--- config.mk ---
export PLATFORM = sky130hd
export DESIGN_NAME = e203_ifu_bht_flat
export DESIGN_NICKNAME = d
export VERILOG_FILES = /design/src/rtl/e203_ifu_bht_if.sv /design/src/rtl/e203_ifu_bht.sv /design/src/flat_wrapper.sv
export SDC_FILE = /design/constraint.sdc
export NUM_CORES = 1
export LEC_CHECK = 0
export CORE_UTILIZATION = 49
export DETAILED_ROUTE_END_ITERATION = 6
export PLACE_DENSITY = 0.79
export RECOVER_POWER = 25
export SLEW_MARGIN = 5
export SYNTH_ARGS = -nofsm -noshare
export SYNTH_HDL_FRONTEND = slang
export SYNTH_SLANG_ARGS = --single-unit
--- constraint.sdc ---
create_clock -name clk -period 2.5 [get_ports clk]
set_input_delay 0.5 -clock clk [delete_from_list [all_inputs] [get_ports clk]]
set_output_delay 0.5 -clock clk [all_outputs]
set_load 0.02 [all_outputs]
--- src/rtl/e203_ifu_bht_if.sv ---
// Branch-resolution writeback and IFU direction-query bundle for the BHT.
// The master side (EXU commit + IFU) drives; the BHT is the slave.
interface e203_ifu_bht_if #(
    parameter int PC_SIZE = 32
);
    logic               bht_wb_vld;
    logic               bht_wb_mis;
    logic               bht_wb_prdt;
    logic               bht_wb_rslv;
    logic [PC_SIZE-1:0] bht_wb_pc;
    logic               ifu_bht_req_vld;
    logic [PC_SIZE-1:0] ifu_bht_req_pc;
    logic               bht_prdt_taken;
    logic               bht_prdt_strong;

    modport master (
        output bht_wb_vld, bht_wb_mis, bht_wb_prdt, bht_wb_rslv, bht_wb_pc,
        output ifu_bht_req_vld, ifu_bht_req_pc,
        input  bht_prdt_taken, bht_prdt_strong
    );

    modport slave (
        input  bht_wb_vld, bht_wb_mis, bht_wb_prdt, bht_wb_rslv, bht_wb_pc,
        input  ifu_bht_req_vld, ifu_bht_req_pc,
        output bht_prdt_taken, bht_prdt_strong
    );
endinterface

--- src/rtl/e203_ifu_bht.sv ---
// Branch history table: 2-bit saturating counters, two-stage update with a
// same-cycle bypass to the IFU lookup, plus saturating branch/mispredict counters.
module e203_ifu_bht #(
    parameter int BHT_ENTRIES = 16,
    parameter int IDX_W       = 4,
    parameter int PC_SIZE     = 32,
    parameter int PERF_W      = 16
) (
    input  logic              clk,
    input  logic              rst_n,
    e203_ifu_bht_if.slave     bht,
    input  logic              perf_clr,
    output logic [PERF_W-1:0] perf_br_cnt,
    output logic [PERF_W-1:0] perf_mis_cnt
);

    logic [1:0]       ctr_q [BHT_ENTRIES];
    logic [1:0]       ctr_d [BHT_ENTRIES];
    logic             upd_vld_q, upd_vld_d;
    logic [IDX_W-1:0] upd_idx_q, upd_idx_d;
    logic             upd_rslv_q, upd_rslv_d;
    logic [PERF_W-1:0] perf_br_q, perf_br_d;
    logic [PERF_W-1:0] perf_mis_q, perf_mis_d;

    logic [1:0]       upd_cur;
    logic [1:0]       upd_new;
    logic [IDX_W-1:0] req_idx;
    logic [1:0]       rd_val;

    // Halfword index so RVC branches at adjacent halfwords get distinct entries.
    assign req_idx = bht.ifu_bht_req_pc[IDX_W:1];

    always_comb begin
        upd_vld_d  = bht.bht_wb_vld;
        upd_idx_d  = bht.bht_wb_pc[IDX_W:1];
        upd_rslv_d = bht.bht_wb_rslv;
    end

    // Stage-2 reads the table after any earlier update has landed, so
    // back-to-back writebacks to one entry are never lost.
    always_comb begin
        upd_cur = ctr_q[upd_idx_q];
        if (upd_rslv_q) upd_new = (upd_cur == 2'b11) ? 2'b11 : upd_cur + 2'd1;
        else            upd_new = (upd_cur == 2'b00) ? 2'b00 : upd_cur - 2'd1;
    end

    always_comb begin
        for (int i = 0; i < BHT_ENTRIES; i++) begin
            ctr_d[i] = ctr_q[i];
        end
        if (upd_vld_q) ctr_d[upd_idx_q] = upd_new;
    end

    always_comb begin
        rd_val = ctr_q[req_idx];
        if (upd_vld_q && (upd_idx_q == req_idx)) rd_val = upd_new;
    end

    assign bht.bht_prdt_taken  = bht.ifu_bht_req_vld & rd_val[1];
    assign bht.bht_prdt_strong = bht.ifu_bht_req_vld & (rd_val[1] == rd_val[0]);

    always_comb begin
        perf_br_d  = perf_br_q;
        perf_mis_d = perf_mis_q;
        if (perf_clr) begin
            perf_br_d  = '0;
            perf_mis_d = '0;
        end else if (bht.bht_wb_vld) begin
            if (~&perf_br_q) perf_br_d = perf_br_q + 1'b1;
            if (bht.bht_wb_mis && ~&perf_mis_q) perf_mis_d = perf_mis_q + 1'b1;
        end
    end

    assign perf_br_cnt  = perf_br_q;
    assign perf_mis_cnt = perf_mis_q;

    always_ff @(posedge clk or negedge rst_n) begin
        if (!rst_n) begin
            for (int i = 0; i < BHT_ENTRIES; i++) ctr_q[i] <= 2'b01;
            upd_vld_q  <= 1'b0;
            upd_idx_q  <= '0;
            upd_rslv_q <= 1'b0;
            perf_br_q  <= '0;
            perf_mis_q <= '0;
        end else begin
            for (int i = 0; i < BHT_ENTRIES; i++) ctr_q[i] <= ctr_d[i];
            upd_vld_q  <= upd_vld_d;
            upd_idx_q  <= upd_idx_d;
            upd_rslv_q <= upd_rslv_d;
            perf_br_q  <= perf_br_d;
            perf_mis_q <= perf_mis_d;
        end
    end

    // Predicted direction and the non-index PC bits carry no state here.
    logic unused_ok;
    assign unused_ok = ^{bht.bht_wb_prdt, bht.bht_wb_pc[PC_SIZE-1:IDX_W+1], bht.bht_wb_pc[0],
                         bht.ifu_bht_req_pc[PC_SIZE-1:IDX_W+1], bht.ifu_bht_req_pc[0]};

    a_mis_without_vld: assert property (@(posedge clk) disable iff (!rst_n)
        !(bht.bht_wb_mis && !bht.bht_wb_vld));

endmodule

--- src/flat_wrapper.sv ---
// flat-port wrapper written by rule: the top's interface ports become plain ports
module e203_ifu_bht_flat 
#(
    parameter int BHT_ENTRIES = 16,
    parameter int IDX_W       = 4,
    parameter int PC_SIZE     = 32,
    parameter int PERF_W      = 16
)
  (clk, rst_n, perf_clr, perf_br_cnt, perf_mis_cnt, bht_bht_wb_vld, bht_bht_wb_mis, bht_bht_wb_prdt, bht_bht_wb_rslv, bht_bht_wb_pc, bht_ifu_bht_req_vld, bht_ifu_bht_req_pc, bht_bht_prdt_taken, bht_bht_prdt_strong);
  e203_ifu_bht_if #(.PC_SIZE(PC_SIZE)) bht_i ();
  input  logic clk;
  input  logic rst_n;
  input  logic perf_clr;
  output logic [PERF_W-1:0] perf_br_cnt;
  output logic [PERF_W-1:0] perf_mis_cnt;
  input wire logic [$bits(bht_i.bht_wb_vld)-1:0] bht_bht_wb_vld;
  input wire logic [$bits(bht_i.bht_wb_mis)-1:0] bht_bht_wb_mis;
  input wire logic [$bits(bht_i.bht_wb_prdt)-1:0] bht_bht_wb_prdt;
  input wire logic [$bits(bht_i.bht_wb_rslv)-1:0] bht_bht_wb_rslv;
  input wire logic [$bits(bht_i.bht_wb_pc)-1:0] bht_bht_wb_pc;
  input wire logic [$bits(bht_i.ifu_bht_req_vld)-1:0] bht_ifu_bht_req_vld;
  input wire logic [$bits(bht_i.ifu_bht_req_pc)-1:0] bht_ifu_bht_req_pc;
  output wire logic [$bits(bht_i.bht_prdt_taken)-1:0] bht_bht_prdt_taken;
  output wire logic [$bits(bht_i.bht_prdt_strong)-1:0] bht_bht_prdt_strong;
  assign bht_i.bht_wb_vld = bht_bht_wb_vld;
  assign bht_i.bht_wb_mis = bht_bht_wb_mis;
  assign bht_i.bht_wb_prdt = bht_bht_wb_prdt;
  assign bht_i.bht_wb_rslv = bht_bht_wb_rslv;
  assign bht_i.bht_wb_pc = bht_bht_wb_pc;
  assign bht_i.ifu_bht_req_vld = bht_ifu_bht_req_vld;
  assign bht_i.ifu_bht_req_pc = bht_ifu_bht_req_pc;
  assign bht_bht_prdt_taken = bht_i.bht_prdt_taken;
  assign bht_bht_prdt_strong = bht_i.bht_prdt_strong;
  e203_ifu_bht #(.BHT_ENTRIES(BHT_ENTRIES), .IDX_W(IDX_W), .PC_SIZE(PC_SIZE), .PERF_W(PERF_W)) u_core (.clk(clk), .rst_n(rst_n), .bht(bht_i), .perf_clr(perf_clr), .perf_br_cnt(perf_br_cnt), .perf_mis_cnt(perf_mis_cnt));
endmodule
**Word level (Yosys, flattened, before mapping)**

Cells that the tools add are included.

- Register bits: 70
- Input port bits: 72
- Output and inout port bits: 34

- $add $sub $neg: 4
- $lt $le $gt $ge: 3
- Equality and inequality tests: 4
- Muxes and demuxes: 19
- Bitwise gates (word level): 4
- Reduce and logical (&&, ||, !) cells: 11

Operators by type and width:

| kind | count |
|---|---|
| 2-to-1 mux 16 bit | 6 |
| adder 16 x 1 -> 16 bit, second input constant | 2 |
| bitwise mux 32 bit | 1 |
| AND reduction 16 bit | 2 |
| 2-to-1 mux 2 bit | 9 |
| binary-select mux 2 bit (select 4 bit) | 2 |
| >= comparator 5 bit, second input constant | 2 |
| NOT 4 -> 5 bit | 2 |
| demux 2 bit (select 4 bit) | 1 |
| < comparator 5 x 1 -> 1 bit, second input constant | 1 |
| equality test 4 bit | 1 |
| AND reduction 2 bit | 2 |
| nonzero test 2 bit | 2 |
| logical AND 1 bit | 3 |
| adder 2 x 1 -> 2 bit, second input constant | 1 |
| AND 1 bit | 2 |
| equality test 2 bit, second input constant | 1 |
| logical NOT 2 bit | 1 |
| inequality test 2 bit, second input constant | 1 |
| subtractor 2 x 1 -> 2 bit, second input constant | 1 |
| equality test 1 bit | 1 |
| logical NOT 1 bit | 1 |

**Logic depth before layout (Yosys ltp)**

- Word-level depth: 10
- Gate-level depth with buffers: 7

**Worst setup path after synthesis**

OpenSTA, ideal clock, no wires.

- Path type: input -> output
- Start: input bht_ifu_bht_req_pc[4]
- End: output bht_bht_prdt_taken
- Data arrival time: 2.228 ns
- Data required time: 2.000 ns
- Setup slack: -0.228 ns
- Stages on the path: 5
- Buffers on the path: 1
- Cell sequence: clkbuf_1 > xnor2_1 > nand3_1 > or2_2 > o41ai_1

- Word-level cells in the longest chain between the ends: 6
- Elaborated cells between the ends (all ways): 8

Ends and longest elaborated chain:

| element | line | text |
|---|---|---|
| from (decl) | flat_wrapper.sv:22 | `input wire logic [$bits(bht_i.ifu_bht_req_pc)-1:0] bht_ifu_bht_req_pc;` |
| NOT 4 -> 5 bit (implied by the code) | e203_ifu_bht.sv:55 | `rd_val = ctr_q[req_idx];` |
| binary-select mux 2 bit (select 4 bit) | e203_ifu_bht.sv:55 |  |
| 2-to-1 mux 2 bit (implied by the code) (2 in a row) | e203_ifu_bht.sv:55 |  |
| 2-to-1 mux 2 bit * | e203_ifu_bht.sv:56 | `if (upd_vld_q && (upd_idx_q == req_idx)) rd_val = upd_new;` |
| AND 1 bit * | e203_ifu_bht.sv:59 | `assign bht.bht_prdt_taken = bht.ifu_bht_req_vld & rd_val[1];` |
| to (decl) | flat_wrapper.sv:23 | `output wire logic [$bits(bht_i.bht_prdt_taken)-1:0] bht_bht_prdt_taken;` |

Mark *: on every way between the ends. The rest lies on a longest branch, timed or not. The select of a mux whose other input is x is not followed.

**Worst setup path in the final report**

- Start: register u_core.upd_idx_q[0]
- End: output bht_bht_prdt_strong

- Word-level cells in the longest chain between the ends: 10
- Elaborated cells between the ends (all ways): 16

Ends and longest elaborated chain:

| element | line | text |
|---|---|---|
| from (decl) | e203_ifu_bht.sv:20 | `logic [IDX_W-1:0] upd_idx_q, upd_idx_d;` |
| from (signal assigned) | e203_ifu_bht.sv:88 | `upd_idx_q <= upd_idx_d;` |
| NOT 4 -> 5 bit (implied by the code) | e203_ifu_bht.sv:42 | `upd_cur = ctr_q[upd_idx_q];` |
| binary-select mux 2 bit (select 4 bit) | e203_ifu_bht.sv:42 |  |
| 2-to-1 mux 2 bit (implied by the code) (2 in a row) | e203_ifu_bht.sv:42 |  |
| subtractor 2 x 1 -> 2 bit (tied with other cells) | e203_ifu_bht.sv:44 | `else upd_new = (upd_cur == 2'b00) ? 2'b00 : upd_cur - 2'd1;` |
| 2-to-1 mux 2 bit (on tied branches) | e203_ifu_bht.sv:44, e203_ifu_bht.sv:43 |  |
| 2-to-1 mux 2 bit | e203_ifu_bht.sv:43 | `if (upd_rslv_q) upd_new = (upd_cur == 2'b11) ? 2'b11 : upd_cur + 2'd1;` |
| 2-to-1 mux 2 bit * | e203_ifu_bht.sv:56 |  |
| equality test 1 bit * | e203_ifu_bht.sv:60 | `assign bht.bht_prdt_strong = bht.ifu_bht_req_vld & (rd_val[1] == rd_val[0]);` |
| AND 1 bit * | e203_ifu_bht.sv:60 |  |
| to (decl) | flat_wrapper.sv:24 | `output wire logic [$bits(bht_i.bht_prdt_strong)-1:0] bht_bht_prdt_strong;` |

Marks and branches as above.

==> results.json <==
{
  "grt_overflow": 0,
  "rr_worst_depth": 9,
  "cts_num_sinks": 70,
  "p_int_mw": 2.36,
  "coreArea_sq_um": 7730,
  "cts_made_buffers": 9,
  "path_max_fanout": 8,
  "critical_path_class": "flop to output port",
  "diodes": 0,
  "cts_hold_buf": 0,
  "r2r_end": "u_core.ctr_q[15]",
  "worst_slew_pin_slew_ps": 1510,
  "cts_buffer_depth": 2,
  "area_growth_pct": 29.4,
  "drv_cap": 1,
  "regArea_sq_um": 1770,
  "drv_slew": 28,
  "leakage_nw": 2.07,
  "synth_nets": 418,
  "max_freq_mhz": 359,
  "final_common_cell": "dfrtp_1",
  "cts_tree": "done",
  "firstDrtPassIters": 4,
  "p_switching_mw": 0.949,
  "vias_per_cell": 5.99,
  "fp.dieH_um": 91.5,
  "final_antenna_net_count": 0,
  "clkTransAtPathRegs_ps": 70,
  "fp.dieW_um": 91.5,
  "drt_drc_violations_left": 0,
  "combPwrFrac_pct": 25.5,
  "slowest_stage": "mux4_2",
  "crit_chain": "mux4_2 -> a22oi_2 -> nand3_2 -> mux2i_2 -> a31oi_4 -> buf_4",
  "vias": 3209,
  "drt_iter0_markers": 184,
  "multi_input_area_sq_um": 2090,
  "endpoint_kind": "output port",
  "synthArstFlopShare_pct": 100,
  "drt_wl_total_um": 9530,
  "fin_crit_ps": 2780,
  "syn_inst": 344,
  "grt_pass1_wl_um": 16000,
  "synth_cell_types": 46,
  "die_area_sq_um": 8370,
  "htree_levels": 3,
  "port_buffers": 48,
  "antenna_found_initial": 0,
  "worst_slack_ps": -285,
  "dp.final_hpwl_um": 6350,
  "setup.worst_path.start_class": "flop",
  "violations": "max-capacitance violations, max-slew violations, negative setup slack",
  "post-route-cell-area_sq_um": 5080,
  "seq_area_frac_synth_pct": 45.2,
  "fin_crit_sh_pct": 111,
  "whs_ps": 510,
  "slew_headroom_pct": -0.733,
  "placed_area_sq_um": 4780,
  "nNetsFinal": 503,
  "synth_area_sq_um": 3920,
  "switching_share_pct": 28.7,
  "initial_core_util_pct": 50.8,
  "place_inst": 512,
  "wl_per_cell_um": 17.8,
  "layoutNonFillerInstCount": 536,
  "num_rows": 32,
  "fillers": 583,
  "clkPwrFrac_pct": 27.9,
  "worstHoldPathType": "primary input to asynchronous set/reset pin",
  "cp-startpoint": "u_core.upd_idx_q[0]",
  "syn_avg_cell_area_sq_um": 11.4,
  "drive_gt1_share_pct": 32.9,
  "synth_edf_count": 0,
  "synth_seq_cells": 70,
  "worstSkewPairLatency_ps": 350,
  "p_seq_share_pct": 46.6,
  "root_buffer": "clkbuf_8",
  "setup_violations": 18,
  "p_per_area_nw_per_um2": 652,
  "most-common-layout-cells": "dfrtp_1 (53), clkdlybuf4s50_1 (38), buf_4 (36)",
  "clock-skew-final_ps": 10.9,
  "critPathRequiredTime_ps": 2000,
  "regToRegSetupSlack_ps": -110,
  "max_stage_delay_ps": 550,
  "utilization_pct": 65.7,
  "gp_congestion": 0.838,
  "finalHoldViolCount": 0,
  "grt_max_degree": 41,
  "ios": 106,
  "rsz0062_at_grt": "true",
  "irDropWorstVdd_mv": 0.291,
  "synth_warnings": 0,
  "grt_pass1_vias": 3230,
  "grt_use_total_pct": 24.5,
  "r2r-start": "u_core.upd_idx_q[0]",
  "yosys_most_used_dff": "dfrtp_1",
  "cp.arrival_ps": 2280,
  "outcome": "finished with violations"
}
-- power by group through the flow --
stage / clock network, mW / logic (mW) / registers (mW)
finish: 0.924 / 0.842 / 1.54
global route: 0.989 / 0.903 / 1.57
CTS: 0.936 / 0.847 / 1.54
detailed placement: 0 / 0.771 / 1.55
global placement: 0 / 0.746 / 1.54
floorplan: 0 / 0.553 / 1.48
-- how the worst max path moves through the flow --
stage | endpoint | slack, ps | depth (start not counted)
6_report | bht_bht_prdt_strong | -280 | 6
5_1_grt | bht_bht_prdt_strong | -340 | 6
2_1_floorplan | bht_bht_prdt_taken | 20 | 5
4_1_cts | bht_bht_prdt_strong | -270 | 6
3_5_place_dp | bht_bht_prdt_strong | -980 | 8
3_3_place_gp | bht_bht_prdt_strong | -910 | 8
-- layer usage --
layer | wire length [um] | track usage [%] | vias up | part of all wire, %
met5 | 0 | 0 | - | 0
met2 | 4730 | 41.5 | 131 | 50
met1 | 4040 | 30.6 | 1605 | 42
met3 | 601 | 5.11 | 17 | 6.3
li1 | - | - | 1456 | -
met4 | 150 | 9.39 | 0 | 1.6
-- synthesized netlist by cell type (all sizes together), types with 2 or more instances --
library cell	count	area [sq um]
dfrtp	54	1350
mux2	33	394
nor2	29	109
nand2	19	71.3
dfstp	16	420
mux4	16	372
nand3	15	80.1
a21oi	14	70.1
clkbuf	13	48.8
or4	10	75.1
xnor2	10	87.6
xor2	10	87.6
o21ai	9	45.0
mux2i	8	80.1
o31ai	8	60.1
or3	8	50.1
nand4	7	43.8
and4	6	52.6
buf	6	47.5
inv	6	22.5
o2111ai	6	52.6
and2	5	31.3
nor2b	5	31.3
and3	4	25.0
a211oi	3	22.5
nand2b	3	18.8
nand3b	3	22.5
o211ai	3	22.5
a31oi	2	12.5
ha	2	25.0
maj3	2	22.5
nor3	2	10.0
-- final cells by class --
type,instances,share of cell area (%)
multi-input cells,250,41.1
inverters,6,0.444
clock buffers,11,2.78
clock inverters,5,1.16
flip-flops and latches,70,34.9
well taps,102,2.51
repair buffers,92,17.1
-- stage by stage --
stage	setup TNS (ps)	power [mW]	setup slack, ps
floorplan	0	2.03	24.9
global placement	-3500	2.29	-912
detailed placement	-4460	2.32	-976
CTS	-1700	3.32	-271
global route	-3540	3.46	-339
finish	-2170	3.31	-285
-- state kept, by name (all words and copies together), names as in the netlist --
name	count
u_core.perf_br_cnt	16
u_core.upd_rslv_q	1
u_core.ctr_q	32
u_core.perf_mis_cnt	16
u_core.upd_idx_q	4
u_core.upd_vld_q	1
-- critical path: cells and delay by family (launching register included) --
family | cells | cell delay [ps]
AOI/OAI and AO/OA | 2 | 310
buffers and inverters | 1 | 160
muxes | 2 | 830
DFF | 1 | 480
and+or+nand+nor | 1 | 150
-- timing repair --
action	4_1_cts	5_1_grt
setup buffers	6	0
pin swaps	5	3
gates resized for setup	29	1
setup endpoints to repair	32	18
cloned	2	0
-- cell families (layout without fill, tap and decap cells) --
logic type      Yosys count  count (layout)  synth area share (%)
compound gates           48              48                  8.04
xor+xnor                 20              20                  4.46
fa+ha+maj                 4               5                  1.21
buf+inv                  25             114                  3.03
flops                    70              70                  45.2
mux                      57              57                  21.6
simple gates            120             120                  16.5
Note: power is estimated with default switching activity, not from simulation.
